[src/rtl/hazard_sequencer.sv]
// Issue/stall sequencer for the 4-stage MIPS pipeline (IF, ID, EX, MEM/WB).
// Holds instructions at ID on read-after-write hazards using a per-register
// countdown scoreboard, freezes fetch while a control transfer is unresolved,
// and honours an external whole-pipeline hold.
//
// Handshake/timing contract: every input is sampled in the cycle it is
// presented; pc_en, ifid_en, ifid_flush, idex_flush and pipe_en are valid in
// that same cycle and take effect at the next rising edge. resolve_valid is a
// single-cycle pulse; a pulse that lands during a hold is remembered and
// applied when the hold ends.
module hazard_sequencer #(
    parameter int WB_LATENCY = 3,  // issue-to-dependent-issue distance, 1..7
    parameter int CNT_W      = 16
) (
    input  logic             clk,
    input  logic             reset,
    input  logic             id_valid,
    input  logic [4:0]       id_rs,
    input  logic [4:0]       id_rt,
    input  logic             id_use_rs,
    input  logic             id_use_rt,
    input  logic             id_reg_write,
    input  logic [4:0]       id_write_reg,
    input  logic             id_is_ctrl,
    input  logic             resolve_valid,
    input  logic             hold_req,
    output logic             pc_en,
    output logic             ifid_en,
    output logic             ifid_flush,
    output logic             idex_flush,
    output logic             pipe_en,
    output logic [1:0]       state,
    output logic [CNT_W-1:0] stall_cnt,
    output logic [CNT_W-1:0] ctrl_cnt
);

    typedef enum logic [1:0] {
        RUN       = 2'd0,
        CTRL_WAIT = 2'd1,
        HOLD      = 2'd2
    } seqState_t;

    // A load of WB_LATENCY-1 followed by one decrement per cycle lets the
    // consumer issue exactly WB_LATENCY cycles after the producer.
    localparam logic [2:0] LOAD_VAL = 3'(WB_LATENCY - 1);

    seqState_t  curState;
    seqState_t  savedState;
    logic       pendingResolve;
    logic [2:0] sb [32];  // entry 0 is never loaded and so always reads 0

    logic rsBusy;
    logic rtBusy;
    logic hazard;
    logic issue;
    logic recordWrite;
    logic resolveEff;

    assign state = curState;

    // Hazard detection and issue qualification for the instruction in ID.
    always_comb begin
        rsBusy      = id_use_rs && (sb[id_rs] != 3'd0);
        rtBusy      = id_use_rt && (sb[id_rt] != 3'd0);
        hazard      = id_valid && (rsBusy || rtBusy);
        issue       = (curState == RUN) && id_valid && !hazard && !hold_req;
        recordWrite = issue && id_reg_write && (id_write_reg != 5'd0);
        resolveEff  = resolve_valid || pendingResolve;
    end

    // Pipeline enables and flushes; they must react within the same cycle,
    // so they are decoded from the registered state plus current inputs.
    always_comb begin
        pc_en      = 1'b1;
        ifid_en    = 1'b1;
        ifid_flush = 1'b0;
        idex_flush = 1'b0;
        pipe_en    = 1'b1;
        if (!reset) begin
            // free-running defaults while reset is held
        end else if (hold_req || (curState == HOLD)) begin
            pc_en   = 1'b0;
            ifid_en = 1'b0;
            pipe_en = 1'b0;
        end else if (curState == CTRL_WAIT) begin
            pc_en      = resolveEff;
            ifid_flush = 1'b1;
        end else if (hazard) begin
            pc_en      = 1'b0;
            ifid_en    = 1'b0;
            idex_flush = 1'b1;
        end else if (issue && id_is_ctrl) begin
            pc_en      = 1'b0;
            ifid_flush = 1'b1;
        end
    end

    // Sequencer FSM with hold save/restore, latched resolve and counters.
    always_ff @(posedge clk or negedge reset) begin
        if (!reset) begin
            curState       <= RUN;
            savedState     <= RUN;
            pendingResolve <= 1'b0;
            stall_cnt      <= '0;
            ctrl_cnt       <= '0;
        end else if (hold_req) begin
            if (curState != HOLD) begin
                savedState <= curState;
                curState   <= HOLD;
            end
            if (resolve_valid) begin
                pendingResolve <= 1'b1;
            end
        end else begin
            case (curState)
                HOLD: begin
                    curState <= savedState;
                    // a remembered resolve only means something to CTRL_WAIT
                    if (savedState != CTRL_WAIT) begin
                        pendingResolve <= 1'b0;
                    end
                end
                CTRL_WAIT: begin
                    if (ctrl_cnt != '1) begin
                        ctrl_cnt <= ctrl_cnt + CNT_W'(1);
                    end
                    if (resolveEff) begin
                        curState       <= RUN;
                        pendingResolve <= 1'b0;
                    end
                end
                RUN: begin
                    if (hazard) begin
                        if (stall_cnt != '1) begin
                            stall_cnt <= stall_cnt + CNT_W'(1);
                        end
                    end else if (issue && id_is_ctrl) begin
                        curState <= CTRL_WAIT;
                    end
                end
                default: begin
                    curState <= RUN;
                end
            endcase
        end
    end

    // Pending-write scoreboard: load on issue, count down otherwise, freeze on hold.
    always_ff @(posedge clk or negedge reset) begin
        if (!reset) begin
            for (int i = 0; i < 32; i++) begin
                sb[i] <= 3'd0;
            end
        end else if (!hold_req) begin
            for (int i = 1; i < 32; i++) begin
                if (recordWrite && (id_write_reg == 5'(i))) begin
                    sb[i] <= LOAD_VAL;
                end else if (sb[i] != 3'd0) begin
                    sb[i] <= sb[i] - 3'd1;
                end
            end
        end
    end

endmodule

[config.mk]
export PLATFORM = sky130hd
export DESIGN_NAME = hazard_sequencer
export DESIGN_NICKNAME = d
export VERILOG_FILES = /design/src/rtl/hazard_sequencer.sv
export SDC_FILE = /design/constraint.sdc
export NUM_CORES = 1
export LEC_CHECK = 0
export CORE_ASPECT_RATIO = 0.6
export CORE_MARGIN = 3
export CORE_UTILIZATION = 28
export CTS_BUF_LIST = sky130_fd_sc_hd__clkbuf_16
export CTS_CLUSTER_DIAMETER = 50
export DETAILED_ROUTE_END_ITERATION = 10
export HOLD_SLACK_MARGIN = 0.08
export RECOVER_POWER = 50
export SETUP_SLACK_MARGIN = 0.3
export SLEW_MARGIN = 20
export SYNTH_ARGS = -nofsm -noshare
export SYNTH_HDL_FRONTEND = slang
export SYNTH_SLANG_ARGS = --single-unit
[constraint.sdc]
create_clock -name clk -period 3.08 [get_ports clk]
set_input_delay 0.308 -clock clk [delete_from_list [all_inputs] [get_ports clk]]
set_output_delay 0.308 -clock clk [all_outputs]
set_load 0.01 [all_outputs]
==> results.md, run 1 <==
- Largest net degree at the start of global routing: around 110
- Worst setup SP type: flip-flop
- Sequential share of the synthesized area: roughly 41%
- PnR worst setup slack: -104.9 ps
- Nets@finish: 1141
- Largest stage delay, worst path: 480 ps
- Die footprint: just over 0.03 mm^2
- Syn nets: roughly 960
- Leak: about 5.2 nW
- Die width: between 200 and 250 um
- Slew @ Worst Pin: roughly 1400 ps
- Critical path capture point type: output port
- Final Cycle Share: 103.4%
- CTS root buf: clkbuf_16
- Post-synth EDFFs: 0
- Grt ovf: 0
- Initial Util: between 20% and 30%
- Routed Antenna Nets: 0
- Synthesis Warnings: 3
- Worst-path cell chain: or4_4 -> a32o_2 -> a221oi_2 -> a311oi_1 -> o21a_2 -> nor3b_4 -> nand2_1 -> a21oi_2 -> buf_2
- Area of the multi-input gates: 0.004907 mm^2
- RSZ-0062 raised after global routing: true
- Clock latency at the later pin of the worst-skew pair: 440 ps
- Fin crit period: roughly 3200 ps
- CTS buffer count: 17
- Mapped Cells: between 800 and 900
- Failing checks: setup timing
- Number of H-tree levels: 4
- Kind of critical path: reg -> out
- Worst Path Max Fanout: 4
- Final count of hold timing violations: 0
- Clock Skew: 14.30 ps
- Fill cell count: about 2500
- # Max-Cap Violations: 0
- Syn Area/Cell: between 9 and 10 um^2
- Clock slew at reported path FFs: around 60 ps
- Dpl cells: about 1400
- Core area: about 0.027 mm^2
- Fin util: 42.50%
- Routability Congestion: roughly 0.88
- Share of cells above drive strength 1: about 29%
- Critical Path AT: roughly 2900 ps
- Crit-path slowest cell: or4_4
- Distinct cells, synth: between 60 and 70
- Wirelength per Cell: approximately 18 um
- #FFs+latches synth: between 100 and 150
- Crit path required time: 2770 ps
- Total wire length: 25.50 mm
- DR iter-0 viols: 600
- Ys async rst share: 100.0%
- Area Growth Syn to Fin: 46.08%
- Dpl ws: -730.8 ps
- Row count: 46
- Register area: 0.003254 mm^2
- Max VDD drop: about 360 uV
- HPWL after DPL: between 15 and 20 mm
- Setup violations, final: 19
- Initial antenna violation count: 0
- CTS tree: built
- Vias in the first global route: roughly 6900
- Pwr dens: a little under 800 mW/mm^2
- Clk sink count: between 100 and 150
- Io pins: between 60 and 70
- First-pass GRT wire length: a little under 40 mm
- GRT Total Usage: between 10% and 20%
- Die outline height: 135.7 um
- Hold crit path type: in -> async
- Pins over their slew limit: 0
- Synth Flop Type: dfrtp_1
- Status: finished with violations
- Residual DRC count: 0
- Vias: 7185
- Initial DRT Pass Iterations: 5
- CTS Buffer Depth: 2
- Slew HR: a little under a tenth
- N_diodes: 0
- PortBufs: 62
- Via/cell ratio: about 5
- Mapped cell area: 0.007853 mm^2
- Final Instance Count excl. Fillers: roughly 1400
- Fmax: 314.0 MHz
registers in the layout, indices dropped and copies added, names as in the netlist:
register        count
stall_cnt          16
savedState          2
ctrl_cnt           16
sb                 93
pendingResolve      1
state               2
final cells by class:
class / instances / area share, %
multi-input combinational: 603 / 42.78
clock inverter: 15 / 1.047
clock buffer: 17 / 3.709
tap: 360 / 3.927
timing repair buffer: 191 / 16.57
inverter: 110 / 3.599
sequential: 130 / 28.37
worst max-delay path: cells and delay by family, from the launching register on:
family / cells / cell delay [ps]
flops: 1 / 440
simple gates: 3 / 840
buf+inv: 1 / 140
compound gates: 5 / 1030
Yosys cell counts, types with 4 or more instances:
library cell,number,area share [%]
dfrtp_1,130,41
inv_1,109,5.2
o21ai_0,79,5.0
nand2_1,77,3.7
nor2_1,77,3.7
ha_1,64,10
xnor2_1,38,4.2
a21oi_1,34,2.2
nor3_1,24,1.5
a31oi_1,23,1.8
nor4_1,21,1.7
xor2_1,19,2.1
nand3_1,13,0.83
clkbuf_1,12,0.57
a211oi_1,11,1.1
and3_1,11,0.88
a221oi_1,9,1.0
o21ai_1,9,0.57
nand2b_1,8,0.64
nor4b_1,8,0.89
buf_2,7,0.45
nand4_1,7,0.56
mux4_2,6,1.7
a311oi_1,5,0.56
nor2b_1,5,0.40
o22ai_1,5,0.40
or3_1,5,0.40
buf_6,4,0.57
worst paths after layout:
kind	from	to	slack, ps	cells past startpoint
max in group asynchronous	reset	sb[0]	1850	3
hold / removal	reset	savedState[0]	320	2
min in group clk	ctrl_cnt[9]	ctrl_cnt[9]	490	1
hold reg to reg	ctrl_cnt[9]	ctrl_cnt[9]	490	1
setup / recovery	sb[53]	ifid_flush	-100	9
setup reg to reg	sb[53]	sb[60]	-50	14
what timing repair did:
item	CTS	global route
endpoints found under the setup margin	113	113
pin swaps	50	35
gates cloned	5	0
hold endpoints to repair	20	0
gates resized for setup	157	76
setup buffers	16	8
hold buffers	1	0
power breakdown:
part	switching (mW)	internal (mW)	total, mW
registers	0.633	2.38	3.01
clock network	0.813	1.10	1.91
logic	2.02	2.05	4.07
metal layers:
layer | track usage (%) | vias up | wire length (um)
li1 | - | 3445 | -
met1 | 24.70 | 3513 | 12720
met2 | 24.05 | 202 | 10820
met3 | 4.721 | 25 | 1603
met4 | 4.437 | 0 | 345
met5 | 0 | - | 0
logic make-up after synthesis:
| logic type | synth area share, % |
|---|---|
| AOI/OAI and AO/OA | 15.87 |
| xor gates and xnor gates | 6.358 |
| adders and majority gates | 10.20 |
| buffers and inverters | 7.090 |
| DFF | 41.43 |
| muxes | 2.263 |
| and+or+nand+nor | 16.79 |
placed cells by master, fill, tap and decap left out, types with 18 or more instances in the layout:
cell type / n
a21oi_2: 22
buf_4: 92
clkbuf_16: 18
clkdlybuf4s50_1: 54
dfrtp_1: 129
ha_1: 64
inv_1: 109
nand2_1: 76
nor2_1: 71
nor3_1: 20
o21ai_0: 55
o21ai_2: 30
xnor2_1: 38
xor2_1: 19
through the flow:
step	power [mW]	setup TNS, ps	hold WS, ps	area (um^2)
after floorplan	4.878	0	12.41	7853
final	8.985	-571.2	323.2	11470
after global placement	6.073	-39430	195.0	9600
after detailed placement	6.213	-42640	196.2	9600
after global routing	9.705	-2591	339.2	11470
after CTS	8.571	-288.2	318.4	10930
Note: power is estimated with default switching activity, not from simulation.
==> run 2, diff against run 1 <==
- CORE_UTILIZATION: 28 -> 31
- PLACE_DENSITY: default -> 0.58
==> results.md, run 2 (synthesis results as in run 1) <==
- Final Instance Count excl. Fillers: between 1000 and 1500
- CTS buffer count: 17
- Worst Path Max Fanout: 3
- Reg2reg path depth: 13
- DR iter-0 viols: ~520
- Pwr dens: just under 800 mW/mm^2
- Total power: 8.852 mW
- Slew HR: -4.303%
- Initial antenna violation count: 0
- Via/cell ratio: ~5.1
- FF-to-FF End: sb[60]
- Final count of hold timing violations: 0
- Final hold slack: between 300 and 400 ps
- Clock slew at reported path FFs: about 60 ps
- Area of the multi-input gates: 0.004910 mm^2
- Crit-path slowest cell: or4b_1
- Largest net degree at the start of global routing: 110
- Pins over their slew limit: between 100 and 150
- Residual DRC count: 0
- Critical path capture point type: output port
- Design area: 0.01136 mm^2
- Most frequent cells in the layout: dfrtp_1 (130), inv_1 (109), buf_4 (103), nand2_1 (76), nor2_1 (70)
- Number of flip-flops under the largest register name: 93
- Dpl cell area: approximately 0.0096 mm^2
- Status: finished with violations
- # Max-Cap Violations: 1
- Fmax: ~320 MHz
- Top reg by flops: sb
- Slew @ Worst Pin: 1565 ps
- Dpl ws: -755.5 ps
- N_diodes: 0
- Fin util: between 40 and 50%
- CTS root buf: clkbuf_16
- Hold crit path type: in -> async
- Part of the power in registers: about a third
- Setup TNS: -153.0 ps
- Fill cell count: roughly 2300
- Failing checks: capacitance limit, slew limit, setup timing
- Share of cells above drive strength 1: 28.05%
- Core area: approximately 0.025 mm^2
- Row count: between 40 and 50
- Initial DRT Pass Iterations: 5
- Die width: roughly 210 um
- Sw Pwr: between 3 and 4 mW
- Number of H-tree levels: 4
- PortBufs: 62
- Fin crit period: 3152 ps
- Max VDD drop: around 400 uV
- First-pass GRT wire length: 39.34 mm
- Area Growth Syn to Fin: 44.71%
- Comb power frac: a little under half
- Largest stage delay, worst path: 530 ps
- Worst setup SP type: flip-flop
- Die footprint: approximately 0.027 mm^2
- Vias in the first global route: ~7000
- Total wire length: 24.96 mm
- Setup violations, final: 3
- Clock latency at the later pin of the worst-skew pair: approximately 430 ps
- Routed Antenna Nets: 0
- PnR worst setup slack: -72.48 ps
- Die outline height: 129.3 um
- FF-to-FF Start: sb[48]
- Routability Congestion: 0.8733
- Grt ovf: 0
- Regs by FF count: sb: 93 flops, ctrl_cnt: 16 flops, stall_cnt: 16 flops
- Wirelength per Cell: approximately 18 um
- RSZ-0062 raised after global routing: true
- Leak: 5.211 nW
- Clk sink count: 130
- Crit path required time: approximately 2800 ps
- Sw Ratio: 38.17%
- GRT Total Usage: 18.72%
- Final Cycle Share: 102.4%
- Kind of critical path: reg -> out
- CTS Buffer Depth: 2
- Internal: ~5.5 mW
- Initial Util: about a third
- R2R Setup Slk: around 60 ps
- Critical Path AT: about 2800 ps
- Clock Skew: about 9.6 ps
- HPWL after DPL: between 15 and 20 mm
- Most common cell after layout, fill and taps aside: dfrtp_1
- Clock power share: approximately a fifth
- Nets@finish: approximately 1100
- Worst-path cell chain: or4b_1 -> a32o_1 -> a221oi_2 -> a311oi_1 -> o21a_2 -> nor3b_4 -> a21oi_1 -> a31o_1 -> buf_2
- Dpl cells: 1336
- CTS tree: built
- Register area: about 0.0033 mm^2
- Io pins: 63
- Vias: 7142
[run 2: changes by cell type in the layout (fill, tap and decap cells not counted), sizes merged]
cell / before / now
clkinv: 9 / 12
dlygate4sd3: 1 / 9
buf: 133 / 136
dlygate4sd2: 2 / 1
clkinvlp: 6 / 3
clkbuf: 18 / 22
clkdlybuf4s50: 54 / 47
[run 2: final cells by class]
type,instances,share of cell area (%)
sequential,130,28.63
clock buffer,17,3.744
tap,322,3.545
inverter,110,3.634
multi-input combinational,603,43.21
clock inverter,15,0.8809
timing repair buffer,198,16.36
[run 2: power groups by stage]
stage	logic, mW	clock network (mW)	registers [mW]
after floorplan	1.98	0	2.90
after global routing	4.54	1.97	3.07
after global placement	3.13	0	2.96
after detailed placement	3.26	0	2.95
final	4.02	1.85	2.98
after CTS	3.57	1.89	2.95
[run 2: worst max-delay path by stage]
stage,end,cells after the start,startpoint
2_1_floorplan,pc_en,9,sb[53]
3_3_place_gp,idex_flush,10,id_rs[0]
3_5_place_dp,pc_en,12,id_rs[0]
4_1_cts,pc_en,9,sb[48]
5_1_grt,pc_en,9,sb[48]
6_report,pc_en,9,sb[48]
[run 2: repair_timing]
action                     4_1_cts  5_1_grt
pin swaps                       44       40
gates resized for setup        133      100
cloned                           2        1
setup endpoints to repair      113      110
hold buffers                     1        0
hold endpoints to repair        21        0
setup buffers                   16        7
[run 2: layer usage]
metal,routed length [um],part of all wire [%],GRT usage (%),vias up
met1,12870,52,29.02,3491
met4,329,1.3,4.917,0
met2,10300,41,26.03,186
met3,1459,5.8,4.089,23
met5,0,0,0,-
li1,-,-,-,3442
[run 2: worst max-delay path, delay by kind of cell (launching register included)]
family | cells | cell delay, ps
AO/OA/AOI/OAI | 6 | 1170
buffers and inverters | 1 | 130
flip-flops | 1 | 370
AND/OR/NAND/NOR | 2 | 740
